File: src/rtl/ex_pkg.sv
// ex_pkg: shared types for the execute stage.
//   op_e        - 4-bit operation code driven by the issue stage.
//   div_state_e - iterative divider FSM states.
//   is_div_op() - true for the four divide/modulo operations.
package ex_pkg;

  typedef enum logic [3:0] {
    OP_ADD, OP_SUB, OP_AND, OP_OR, OP_XOR, OP_NOR, OP_SLT, OP_SLTU,
    OP_SLL, OP_SRL, OP_SRA, OP_LUI, OP_DIV, OP_DIVU, OP_MOD, OP_MODU
  } op_e;

  typedef enum logic [1:0] {IDLE, BUSY, DONE} div_state_e;

  function automatic logic is_div_op(input op_e op);
    return (op == OP_DIV) || (op == OP_DIVU) || (op == OP_MOD) || (op == OP_MODU);
  endfunction

endpackage

File: src/rtl/ex_div_iter.sv
// ex_div_iter: iterative radix-2 restoring divider, one quotient bit per cycle.
// Ports:
//   clk, reset        - clock, asynchronous active-high reset
//   start             - begin a divide (honoured only in IDLE)
//   signed_op         - operands are two's complement
//   want_rem          - result is the remainder instead of the quotient
//   a, b              - dividend, divisor (sampled on the start edge)
//   kill              - abandon any divide and return to IDLE
//   busy, done        - FSM is in BUSY / DONE
//   ack               - result consumed; DONE -> IDLE
//   result            - fixed-up quotient or remainder, valid in DONE
module ex_div_iter
  import ex_pkg::*;
#(
  parameter int XLEN = 32
) (
  input  logic            clk,
  input  logic            reset,
  input  logic            start,
  input  logic            signed_op,
  input  logic            want_rem,
  input  logic [XLEN-1:0] a,
  input  logic [XLEN-1:0] b,
  input  logic            kill,
  output logic            busy,
  output logic            done,
  input  logic            ack,
  output logic [XLEN-1:0] result
);

  localparam int CW = $clog2(XLEN) + 1;

  div_state_e      r_state;
  logic [XLEN-1:0] r_quo;      // shifts the dividend out, quotient bits in
  logic [XLEN-1:0] r_rem;
  logic [XLEN-1:0] r_div;
  logic [CW-1:0]   r_count;
  logic            r_neg_q;
  logic            r_neg_r;
  logic            r_dz;
  logic            r_want_rem;

  logic            w_a_neg;
  logic            w_b_neg;
  logic [XLEN-1:0] w_abs_a;
  logic [XLEN-1:0] w_abs_b;
  logic [XLEN:0]   w_rem_sh;
  logic [XLEN:0]   w_diff;
  logic            w_fit;
  logic [XLEN-1:0] w_q_fix;
  logic [XLEN-1:0] w_r_fix;

  assign w_a_neg = signed_op & a[XLEN-1];
  assign w_b_neg = signed_op & b[XLEN-1];
  // Negating MIN yields MIN, which is the correct unsigned magnitude.
  assign w_abs_a = w_a_neg ? -a : a;
  assign w_abs_b = w_b_neg ? -b : b;

  // Partial remainder stays below the divisor, so XLEN+1 bits hold the trial
  // subtraction and its MSB is the borrow.
  assign w_rem_sh = {r_rem, r_quo[XLEN-1]};
  assign w_diff   = w_rem_sh - {1'b0, r_div};
  assign w_fit    = ~w_diff[XLEN];

  // Divide by zero naturally leaves rem = |a|, which fixes up to a; only the
  // quotient needs forcing so the sign fix-up cannot turn all-ones into 1.
  assign w_q_fix = r_dz ? '1 : (r_neg_q ? -r_quo : r_quo);
  assign w_r_fix = r_neg_r ? -r_rem : r_rem;
  assign result  = r_want_rem ? w_r_fix : w_q_fix;

  assign busy = (r_state == BUSY);
  assign done = (r_state == DONE);

  // NOTE: every register, including the datapath, is reset so all outputs
  // are defined immediately after reset; sequential state uses non-blocking
  // assignments so all registers update from the same pre-edge values.
  always_ff @(posedge clk or posedge reset) begin
    if (reset) begin
      r_state    <= IDLE;
      r_quo      <= '0;
      r_rem      <= '0;
      r_div      <= '0;
      r_count    <= '0;
      r_neg_q    <= 1'b0;
      r_neg_r    <= 1'b0;
      r_dz       <= 1'b0;
      r_want_rem <= 1'b0;
    end else if (kill) begin
      r_state <= IDLE;
    end else begin
      case (r_state)
        IDLE: if (start) begin
          r_state    <= BUSY;
          r_quo      <= w_abs_a;
          r_div      <= w_abs_b;
          r_rem      <= '0;
          r_count    <= CW'(XLEN);
          r_neg_q    <= w_a_neg ^ w_b_neg;
          r_neg_r    <= w_a_neg;
          r_dz       <= (b == '0);
          r_want_rem <= want_rem;
        end
        BUSY: begin
          r_rem   <= w_fit ? w_diff[XLEN-1:0] : w_rem_sh[XLEN-1:0];
          r_quo   <= {r_quo[XLEN-2:0], w_fit};
          r_count <= r_count - CW'(1);
          if (r_count == CW'(1)) r_state <= DONE;
        end
        DONE: if (ack) r_state <= IDLE;
        default: r_state <= IDLE;
      endcase
    end
  end

endmodule

File: src/rtl/ex_stage_param.sv
// ex_stage_param: execute stage between issue (IS) and memory (MS).
// Latches one instruction per handshake, evaluates integer ops inline and
// runs divide/modulo on ex_div_iter when EX_DIV_EN is defined. Without
// EX_DIV_EN divide ops complete immediately with a zero result.
// Ports:
//   clk, reset                    - clock, asynchronous active-high reset
//   es_stall, es_flush            - hazard hold, stage kill
//   ms_allowin / es_allowin       - downstream / upstream handshake
//   is_*                          - instruction payload from IS
//   es_to_ms_valid, es_*          - result and registered payload to MS
//   fwd_*                         - forwarding port back to IS
//   hz_div_busy, hz_has_ld        - hazard indications
//   data_sram_addr                - data SRAM address (the ALU result)
module ex_stage_param
  import ex_pkg::*;
#(
  parameter int XLEN = 32,
  parameter int RA_W = 5
) (
  input  logic            clk,
  input  logic            reset,
  input  logic            es_stall,
  input  logic            es_flush,
  input  logic            ms_allowin,
  output logic            es_allowin,
  input  logic            is_to_es_valid,
  input  op_e             is_op,
  input  logic [XLEN-1:0] is_src1,
  input  logic [XLEN-1:0] is_src2,
  input  logic            is_gr_we,
  input  logic            is_mem_we,
  input  logic            is_res_from_mem,
  input  logic [RA_W-1:0] is_dest,
  input  logic [XLEN-1:0] is_st_data,
  input  logic [XLEN-1:0] is_pc,
  output logic            es_to_ms_valid,
  output logic [XLEN-1:0] es_result,
  output logic            es_gr_we,
  output logic            es_mem_we,
  output logic            es_res_from_mem,
  output logic [RA_W-1:0] es_dest,
  output logic [XLEN-1:0] es_st_data,
  output logic [XLEN-1:0] es_pc,
  output logic            fwd_en,
  output logic            fwd_ok,
  output logic [RA_W-1:0] fwd_dest,
  output logic [XLEN-1:0] fwd_data,
  output logic            hz_div_busy,
  output logic            hz_has_ld,
  output logic [XLEN-1:0] data_sram_addr
);

  localparam int SHW = $clog2(XLEN);

  logic            r_es_valid;
  op_e             r_op;
  logic [XLEN-1:0] r_src1;
  logic [XLEN-1:0] r_src2;
  logic            r_gr_we;
  logic            r_mem_we;
  logic            r_res_from_mem;
  logic [RA_W-1:0] r_dest;
  logic [XLEN-1:0] r_st_data;
  logic [XLEN-1:0] r_pc;

  logic            w_ready_go;
  logic            w_is_div;
  logic [XLEN-1:0] w_alu;
  logic [SHW-1:0]  w_sh;

  assign w_is_div = is_div_op(r_op);
  assign w_sh     = r_src2[SHW-1:0];

  // NOTE: always_comb assigns a default first so no path can infer a latch.
  always_comb begin
    w_alu = '0;
    case (r_op)
      OP_ADD:  w_alu = r_src1 + r_src2;
      OP_SUB:  w_alu = r_src1 - r_src2;
      OP_AND:  w_alu = r_src1 & r_src2;
      OP_OR:   w_alu = r_src1 | r_src2;
      OP_XOR:  w_alu = r_src1 ^ r_src2;
      OP_NOR:  w_alu = ~(r_src1 | r_src2);
      OP_SLT:  w_alu = {{(XLEN-1){1'b0}}, $signed(r_src1) < $signed(r_src2)};
      OP_SLTU: w_alu = {{(XLEN-1){1'b0}}, r_src1 < r_src2};
      OP_SLL:  w_alu = r_src1 << w_sh;
      OP_SRL:  w_alu = r_src1 >> w_sh;
      OP_SRA:  w_alu = $unsigned($signed(r_src1) >>> w_sh);
      OP_LUI:  w_alu = r_src2;
      default: w_alu = '0;
    endcase
  end

`ifdef EX_DIV_EN
  logic            w_div_busy;
  logic            w_div_done;
  logic [XLEN-1:0] w_div_result;

  // start is only honoured in IDLE, so a held divide does not restart and a
  // divide captured on the ack edge starts on the very next cycle.
  ex_div_iter #(.XLEN(XLEN)) u_div (
    .clk       (clk),
    .reset     (reset),
    .start     (r_es_valid & w_is_div),
    .signed_op ((r_op == OP_DIV) | (r_op == OP_MOD)),
    .want_rem  ((r_op == OP_MOD) | (r_op == OP_MODU)),
    .a         (r_src1),
    .b         (r_src2),
    .kill      (es_flush),
    .busy      (w_div_busy),
    .done      (w_div_done),
    .ack       (es_to_ms_valid & ms_allowin),
    .result    (w_div_result)
  );

  assign w_ready_go  = ~w_is_div | w_div_done;
  assign es_result   = w_is_div ? w_div_result : w_alu;
  assign hz_div_busy = w_div_busy;
`else
  assign w_ready_go  = 1'b1;
  assign es_result   = w_is_div ? '0 : w_alu;
  assign hz_div_busy = 1'b0;
`endif

  assign es_allowin     = (~r_es_valid | (w_ready_go & ms_allowin)) & ~es_stall;
  assign es_to_ms_valid = r_es_valid & w_ready_go;

  always_ff @(posedge clk or posedge reset) begin
    if (reset) begin
      r_es_valid     <= 1'b0;
      r_op           <= OP_ADD;
      r_src1         <= '0;
      r_src2         <= '0;
      r_gr_we        <= 1'b0;
      r_mem_we       <= 1'b0;
      r_res_from_mem <= 1'b0;
      r_dest         <= '0;
      r_st_data      <= '0;
      r_pc           <= '0;
    end else begin
      // Flush wins over a concurrent capture.
      if (es_flush)        r_es_valid <= 1'b0;
      else if (es_allowin) r_es_valid <= is_to_es_valid;
      if (is_to_es_valid & es_allowin & ~es_flush) begin
        r_op           <= is_op;
        r_src1         <= is_src1;
        r_src2         <= is_src2;
        r_gr_we        <= is_gr_we;
        r_mem_we       <= is_mem_we;
        r_res_from_mem <= is_res_from_mem;
        r_dest         <= is_dest;
        r_st_data      <= is_st_data;
        r_pc           <= is_pc;
      end
    end
  end

  assign es_gr_we        = r_gr_we;
  assign es_mem_we       = r_mem_we;
  assign es_res_from_mem = r_res_from_mem;
  assign es_dest         = r_dest;
  assign es_st_data      = r_st_data;
  assign es_pc           = r_pc;

  assign fwd_en         = r_es_valid & r_gr_we & (r_dest != '0);
  assign fwd_ok         = fwd_en & w_ready_go;
  assign fwd_dest       = r_dest;
  assign fwd_data       = es_result;
  assign hz_has_ld      = r_es_valid & r_res_from_mem;
  assign data_sram_addr = es_result;

endmodule

File: config.mk
export PLATFORM = sky130hd
export DESIGN_NAME = ex_stage_param
export DESIGN_NICKNAME = d
export VERILOG_FILES = /design/src/rtl/ex_pkg.sv /design/src/rtl/ex_div_iter.sv /design/src/rtl/ex_stage_param.sv
export SDC_FILE = /design/constraint.sdc
export NUM_CORES = 1
export LEC_CHECK = 0
export BUFFER_PORTS_ARGS = -buffer_cell sky130_fd_sc_hd__buf_2
export CAP_MARGIN = 10
export CORE_ASPECT_RATIO = 0.5
export CORE_MARGIN = 5
export CORE_UTILIZATION = 61
export DETAILED_ROUTE_END_ITERATION = 8
export PLACE_DENSITY_LB_ADDON = 0.05
export SLEW_MARGIN = 30
export SYNTH_ARGS = -nofsm -noshare
export SYNTH_HDL_FRONTEND = slang
export SYNTH_SLANG_ARGS = --single-unit
File: constraint.sdc
create_clock -name clk -period 15.3 [get_ports clk]
set_input_delay 3.06 -clock clk [delete_from_list [all_inputs] [get_ports clk]]
set_output_delay 3.06 -clock clk [all_outputs]
set_load 0.02 [all_outputs]
==> flow_results.org, run 1 <==
** Pwr
- For this design the ratio of total power to cell area is 166 mW/mm².
- Across the VDD grid, the largest voltage drop is 0.000105 V.
- Static leakage :: 0.00743 µW

** Logic synthesis
- The cell count after synthesis came out at 1,876.
- Number of flops mapped to enable cells by yosys :: 0
- Post-Synthesis Mean Instance Area :: 7.89 µm²
- Yosys mapped the design onto 82 distinct sky130hd cell types.
- In the synthesized netlist the dominant register cell turns out to be sky130_fd_sc_hd__dfrtp_1.
- Mapped Nets :: 2,128
- The synthesized design contains 141 register bits.
- Sequential cells were found to cover 23.8% of the synthesized design area.
- Post-synthesis cell area :: 0.0148 mm²
- Post-synthesis async set-or-reset flop share :: 100%
- The Yosys step of the flow raised 0 warnings.

** Critical path
- Chain of cells forming the critical path :: buf_4 -> inv_1 -> buf_4 -> ha_1 -> nor2b_1 -> nor4_1 -> a21oi_1 -> a41oi_1 -> o21ai_1 -> a31oi_1 -> o311a_1 -> nor3_1 -> or3_1 -> nand3_1 -> buf_2
- Nature of the critical path startpoint :: flop
- The largest single stage delay on the critical path is 550 ps.
- The worst setup path is of the reg -> out kind.
- The worst register-to-register path has a setup slack of 11,820 ps.
- Crit path top cell by count :: sky130_fd_sc_hd__buf_4
- Number of cells traversed by the worst register-to-register path :: 5
- In this run the worst path has a maximum fanout of 38.
- STA classifies the critical path endpoint as an output port.
- Worst EP required :: 12,240 ps
- Slowest CP cell :: sky130_fd_sc_hd__a41oi_1
- Critical path arrival :: 4900 ps

** Global route
- Global routing used 43.0% of the available tracks.
- Entering global routing, the biggest net connects 92 pins.
- The number of antenna violations at the first check in global routing is 4.
- Via count of the first global-routing pass :: 15.3k
- Wire length of the first global-routing pass :: 92.7 mm
- Summed over all layers, the global routing overflow is 0.

** STA
- The number of max-slew violations in the final report was 0.
- Setup slack on the critical path of the routed design comes to 7340 ps.
- Counting I/O delays and the setup requirement, the final critical path takes 7960 ps.
- Number of setup violations in the final report :: 0
- Setup TNS :: 0 ps
- In the finished design, the share of the clock period the worst path needs comes to 52.0%.
- Min Hold Slack :: 510 ps
- Peak clock frequency supported by timing :: 126 MHz
- Worst clock skew on the final layout :: 10.3 ps
- Setup repair after global routing left no endpoint under its margin.
- The number of hold violations in the final report came to 0.
- Slew at the pin with the worst max-slew slack :: 1070 ps
- Measured against its own limit, the worst slew margin works out to 27.0%.

** Clock network
- Once the clock tree was built, the resizer swapped 0 gates to a different size.
- The cell sitting at the root of the clock tree is a sky130_fd_sc_hd__clkbuf_16.
- Clock latency on the worst-skew pair, taken at its later pin, is 460 ps.
- The clock passes through at most 2 buffers.
- Counting the buffers created by CTS gives 17.
- Hold_buf cts :: 0
- CTS built an H-tree with a depth of 4.
- TritonCTS built the clock tree.
- Clock slew at the register clock pins of the worst setup and hold paths :: 80 ps
- Post-CTS timing repair inserted 0 buffers for setup.
- Sink count of the clock tree :: 141

** Finish
- Cells with a size suffix above 1 make up 25.6% of the layout.
- Non-filler cells in the finished layout :: 2,364
- After the last flow step, the layout net total stands at 2,285.
- The multi-input combinational cells in the finished layout cover a total of 0.00987 mm².
- Sequential cell area :: 0.00354 mm²
- Growth of design area from synthesis to finish :: 11.8%
- Number of fill cells in the layout :: 2,003

** Placement
- Post-Place Setup Slack :: 8060 ps
- Estimated wirelength of the detail-placed design :: 44.6 mm
- Buffers on Ports :: 323
- Routability-driven placement finished with a final weighted congestion of 1.11.
- Number of cells after detailed placement :: 2,329

** Routing
- Average via count per standard cell :: 6.94
- First-pass iteration count of the detailed router :: 7
- Residual DRC count :: 0
- After detailed routing, the average wire length per cell comes to 26.0 µm.
- In this run the remaining antenna-violating nets after routing total 0.
- The final layout contains routed wiring with a total length of 61.4 mm.
- DRC marker count from the first detailed-route iteration :: 2,653
- The routed layout has 16.4k vias.

** Floorplan
- Initial cell density of the core :: 61.9%
- The die covers 0.0277 mm².
- Measured along the y axis, the die boundary spans 120 µm.
- 325 I/O pins were placed.
- Core ar. :: 0.0239 mm²
- The die is 230 µm wide.
- Site Rows :: 40

** Min path
- Path class of the lowest-slack min-delay path :: reg -> reg
- Cell depth of the worst min-delay path :: 1

** Outcome
- The run finished with clean final reports.

** Job
- Count of maximum capacitance violations :: 0
-- final timing paths --
check                                endpoint      startpoint
max in group asynchronous          r_src2[21]           reset
min                                 es_pc[17]       es_pc[17]
min in group asynchronous      es_st_data[19]           reset
max reg2reg                         es_pc[15]  es_to_ms_valid
max                        data_sram_addr[28]       r_src2[4]
min reg2reg                         es_pc[17]       es_pc[17]
-- synth_stat cells, drive strengths merged, types with 15 or more instances --
cell type  count  area (µm²)
inv           96         360
mux2i         49         490
a21oi        131         656
o21bai        19         143
mux4          19         428
nor3          15        80.1
clkbuf        99         372
nor2b         16         100
ha           104        1300
o221ai        15         131
buf          109         716
o22ai         18         113
nand2        208         781
nand3         32         160
a221oi        22         211
a31oi         19         119
nor2         173         649
o21ai        206        1040
a222oi        23         230
mux2          92        1040
dfrtp        141        3530
a211oi        26         195
o211ai        25         188
-- layout make-up --
type                    instances  area share, %
diodes                          3         0.0453
clock buffers                  18           2.65
inverters                      98           2.25
well taps                     315           2.38
repair buffers                346           10.8
flip-flops and latches        141           21.4
clock inverters                14          0.899
multi-input cells            1429           59.6
-- stage by stage --
step | power, µW | util (%) | cell area, µm²
2_1_floorplan | 1820 | - | 14800
3_3_place_gp | 2230 | 66.7 | 16000
3_5_place_dp | 2240 | 66.7 | 16000
4_1_cts | 2680 | 69.2 | 16500
5_1_grt | 2880 | 69.2 | 16600
6_report | 2750 | 69.2 | 16600
-- layer usage --
layer,global-route usage (%),vias to the layer above,part of all wire [%]
met1,57.6,7719,38
met3,13.6,246,14
met5,0,-,0.044
met2,64.9,1330,43
met4,17.0,4,4.4
li1,-,7114,-
-- power by group --
part | internal [µW] | switching (µW) | leakage [µW] | total [µW]
Clock | 234 | 202 | 0.000276 | 436
Combinational | 580 | 1180 | 0.00546 | 1760
Sequential | 445 | 114 | 0.00169 | 558
-- flip-flops by register name (all words and copies together) (netlist names) --
signal,flops
es_to_ms_valid,1
r_src1,32
r_src2,32
es_dest,5
es_pc,32
es_mem_we,1
es_st_data,32
es_gr_we,1
r_op,4
es_res_from_mem,1
-- cell usage in the layout (no fill, tap or decap), drive strengths merged, types with 12 or more instances in the layout --
cell type,count
mux4,19
nand2b,13
inv,103
a31oi,19
a221oi,22
clkbuf,18
a221o,12
o211ai,25
o22ai,18
mux2,92
nor2,173
nand2,208
buf,346
a21oi,131
a211oi,26
o221ai,15
a222oi,23
nor3,15
nand4,14
o21ai,206
ha,104
o21bai,19
nor4,13
dfrtp,141
mux2i,49
nor2b,16
o31ai,14
nand3,32
-- logic make-up (layout without fill, tap and decap cells) --
family | count (synthesis) | after routing | share of synthesized area [%]
AO/OA/AOI/OAI | 634 | 634 | 28.2
flip-flops | 141 | 141 | 23.8
XOR/XNOR | 5 | 5 | 0.296
adder cells (fa/ha/maj) | 106 | 106 | 9.06
multiplexers | 160 | 160 | 13.2
buffers and inverters | 306 | 476 | 9.83
other | 1 | 4 | 0.0253
AND/OR/NAND/NOR | 523 | 523 | 15.6
-- worst max-delay path: cells and delay by family (launching register included) --
kind / cells / cell delay (ps)
flops: 1 / 330
buf+inv: 4 / 1190
fa+ha+maj: 1 / 200
compound gates: 5 / 1720
simple gates: 5 / 980
Note: power is estimated with default switching activity, not from simulation.
==> run 2, diff against run 1 <==
CORE_UTILIZATION = 51   (was 61)
clock period = 7.1 ns   (was 15.3 ns; I/O delays follow)
==> flow_results.org, run 2 (same netlist as run 1, synthesis figures left out) <==
** Finish
- Non-filler cells in the finished layout :: 2,447 (+3.5%)
- Most common library cell in the layout ignoring fill and taps :: sky130_fd_sc_hd__buf_2
- The number of nets in the finished design is 2,293 (+0.35%).
- Sequential cell area :: 0.00354 mm² (unchanged)
- Growth of design area from synthesis to finish :: 12.8%
- Total non-filler cell area in the finished layout :: 0.0167 mm² (+0.83%)
- Number of fill cells in the layout :: 2,739 (+37%)
- Most frequent cells in the layout :: sky130_fd_sc_hd__buf_2, sky130_fd_sc_hd__nand2_1, sky130_fd_sc_hd__o21ai_0
- The multi-input gate area in the final layout is 0.00988 mm² (+0.15%).
- Fraction of final layout cells sized beyond drive strength 1 :: 25.9% (+0.30 points)

** STA
- The worst-margin pin slew was 1100 ps (+28.7 ps).
- The clock skew came to 14.3 ps (+3.99 ps).
- Setup TNS :: 0 ps (unchanged)
- The number of hold violations in the final report came to 0 (unchanged).
- Static timing analysis puts the maximum clock frequency at 166 MHz.
- The final critical path takes up 84.9% of the cycle.
- Unrepaired setup endpoints after global routing :: no
- Number of setup violations in the final report :: 0 (unchanged)
- Min Tclk post-route :: 6030 ps
- Min setup slack post-route :: 1070 ps (-6270 ps)
- The remaining max-slew budget at the tightest pin was 26.8% (-0.18 points).
- Final max-slew violation count :: 0 (unchanged)

** Pwr
- The final total power was 5970 µW (+120%).
- The power density relative to cell area came to 357 mW/mm² (+110%).
- The static leakage power is 0.00745 µW (+0.36%).
- Largest vdd supply drop :: 0.000220 V (+110%)

** Placement
- The count of placed standard cells including taps came to 2,413 (+3.6%).
- Placed Area :: 0.0161 mm² (+1.1%)
- The post-place setup slack was 1640 ps (-6420 ps).
- The number of I/O port buffers was 323 (unchanged).
- The routability-driven placement congestion ratio was 1.05 (-5.6%).
- The post-detailed-placement half-perimeter wirelength is 50.2 mm (+12%).

** Clock network
- In this run the clock root is driven by a sky130_fd_sc_hd__clkbuf_16.
- The clock insertion delay at the later pin of the skew report was 450 ps (about the same).
- Buffer levels on the longest clock path :: 2 (unchanged)
- Number of setup buffers added after CTS :: 0 (unchanged)
- The number of buffers created by CTS came to 17 (unchanged).
- Clock slew at the register clock pins of the worst setup and hold paths :: 80 ps (about the same)
- Hold_buf cts :: 0 (unchanged)
- Sink count of the clock tree :: 141 (unchanged)
- Post-CTS Resized :: 0 (unchanged)
- Level count of the clock H-tree :: 4 (unchanged)
- TritonCTS built the clock tree.

** Global route
- Overflow after GRT :: 0 (unchanged)
- Largest net degree at the start of global routing :: 97 (+5.4%)
- Wire length of the first global-routing pass :: 95.3 mm (+2.8%)
- The number of global-route vias before repair was 14.9k (-2.8%).
- The number of antenna violations at the first check in global routing was 10 (+6).
- Total routing resource utilization after global routing :: 38.3% (-4.7 points)

** Routing
- The average wire per standard cell was 26.8 µm (+3.3%).
- The routed wire length is 65.6 mm (+6.9%).
- The first-iteration detailed-routing DRC count is 2,356 (-11%).
- The number of nets with antenna violations after detailed routing came to 0 (unchanged).
- The average via count per standard cell is 6.61 (-4.7%).
- First-pass iteration count of the detailed router :: 8 (+1)
- Residual DRC count :: 0 (unchanged)
- The total via count in the routed design is 16.2k (-1.4%).

** Critical path
- The setup path with the least slack is of type reg -> out.
- The data arrival time of the critical path came to 4610 ps (-290 ps).
- Nature of the critical path startpoint :: flop
- The worst path required time is 5680 ps (-6560 ps).
- Slowest cell delay on critical path :: 590 ps (+40 ps)
- The cell count of the worst reg-to-reg path is 5 (unchanged).
- The critical path goes through inv_1 -> ha_1 -> inv_1 -> a221oi_1 -> o211ai_1 -> a31oi_1 -> and2b_1 -> o21ai_1 -> nand2_1 -> o21ai_0 -> o21ai_0 -> o211ai_1 -> buf_2.
- R2R setup slack :: 4140 ps (-7680 ps)
- Reg-to-reg critical path endpoint :: r_src1[13]
- Start of the worst register-to-register path :: es_to_ms_valid
- The worst-path maximum fanout came to 9 (-76%).
- Among all stages on the critical path, the largest delay is contributed by sky130_fd_sc_hd__o21ai_0.
- Nature of the critical path endpoint :: output port

** Floorplan
- Die boundary height :: 130 µm (+8.6%)
- The core region area came to 0.0288 mm² (+20%).
- Floorplan die area :: 0.0327 mm² (+18%)
- Boundary pin count :: 325 (unchanged)
- The die extent in x was 251 µm (+9.0%).
- The number of core rows is 44 (+10%).
- The starting density of the core is 51.4% (-10 points).

** Min path
- The worst hold path begins at es_pc[29].
- The hold path depth was 1 (unchanged).
- The worst hold path terminates at es_pc[29].
- Path class of the lowest-slack min-delay path :: reg -> reg

** Job
- The number of max-cap violations came to 0 (unchanged).

** Outcome
- The run finished with clean final reports.
[run 2: changes by cell type in the layout (fill, tap and decap cells not counted), sizes merged]
cell / previous run / this run
buf: 346 / 354
bufinv: 1 / 0
clkbuf: 18 / 17
clkinv: 4 / 5
clkinvlp: 4 / 5
inv: 103 / 102
[run 2: worst max-delay path by stage]
stage	start	to	slack, ps	depth (start not counted)
detailed placement	r_src2[0]	fwd_data[30]	1640	14
floorplan	r_src2[2]	es_result[26]	1360	16
global route	r_src2[0]	es_result[26]	810	14
CTS	r_src2[0]	fwd_data[30]	1180	14
finish	r_src1[8]	es_result[21]	1070	13
global placement	r_src2[0]	data_sram_addr[30]	1700	14
[run 2: final cells by class]
cell class                 count  share of cell area, %
antenna                        3                 0.0450
clock buffer                  17                   2.55
timing repair buffer         354                   11.1
sequential                   141                   21.2
multi-input combinational   1429                   59.2
tap                          391                   2.93
clock inverter                14                  0.787
inverter                      98                   2.25
[run 2: power breakdown]
part	switching, µW	internal, µW
combinational	2630	1260
sequential	211	958
clock	446	459
total	3290	2680
[run 2: worst max-delay path: cells and delay by family (launching register included)]
family	cells	cell delay, ps
AO/OA/AOI/OAI	7	2290
adder cells (fa/ha/maj)	1	470
buffers and inverters	3	550
flip-flops	1	490
AND/OR/NAND/NOR	2	340
[run 2: metrics by stage]
step	hold WS [ps]	utilization [%]
global placement	485	56.0
detailed placement	490	56.0
floorplan	575	-
global route	515	58.0
CTS	506	58.0
finish	504	58.0
[run 2: metal layers]
metal	wire (µm)	vias to the layer above	share of wire (%)	track usage, %
met1	27200	7707	41	54.1
met3	9740	166	15	15.1
met5	141	-	0.21	1.29
met4	2210	14	3.4	12.4
li1	-	7138	-	-
met2	26300	1161	40	53.6
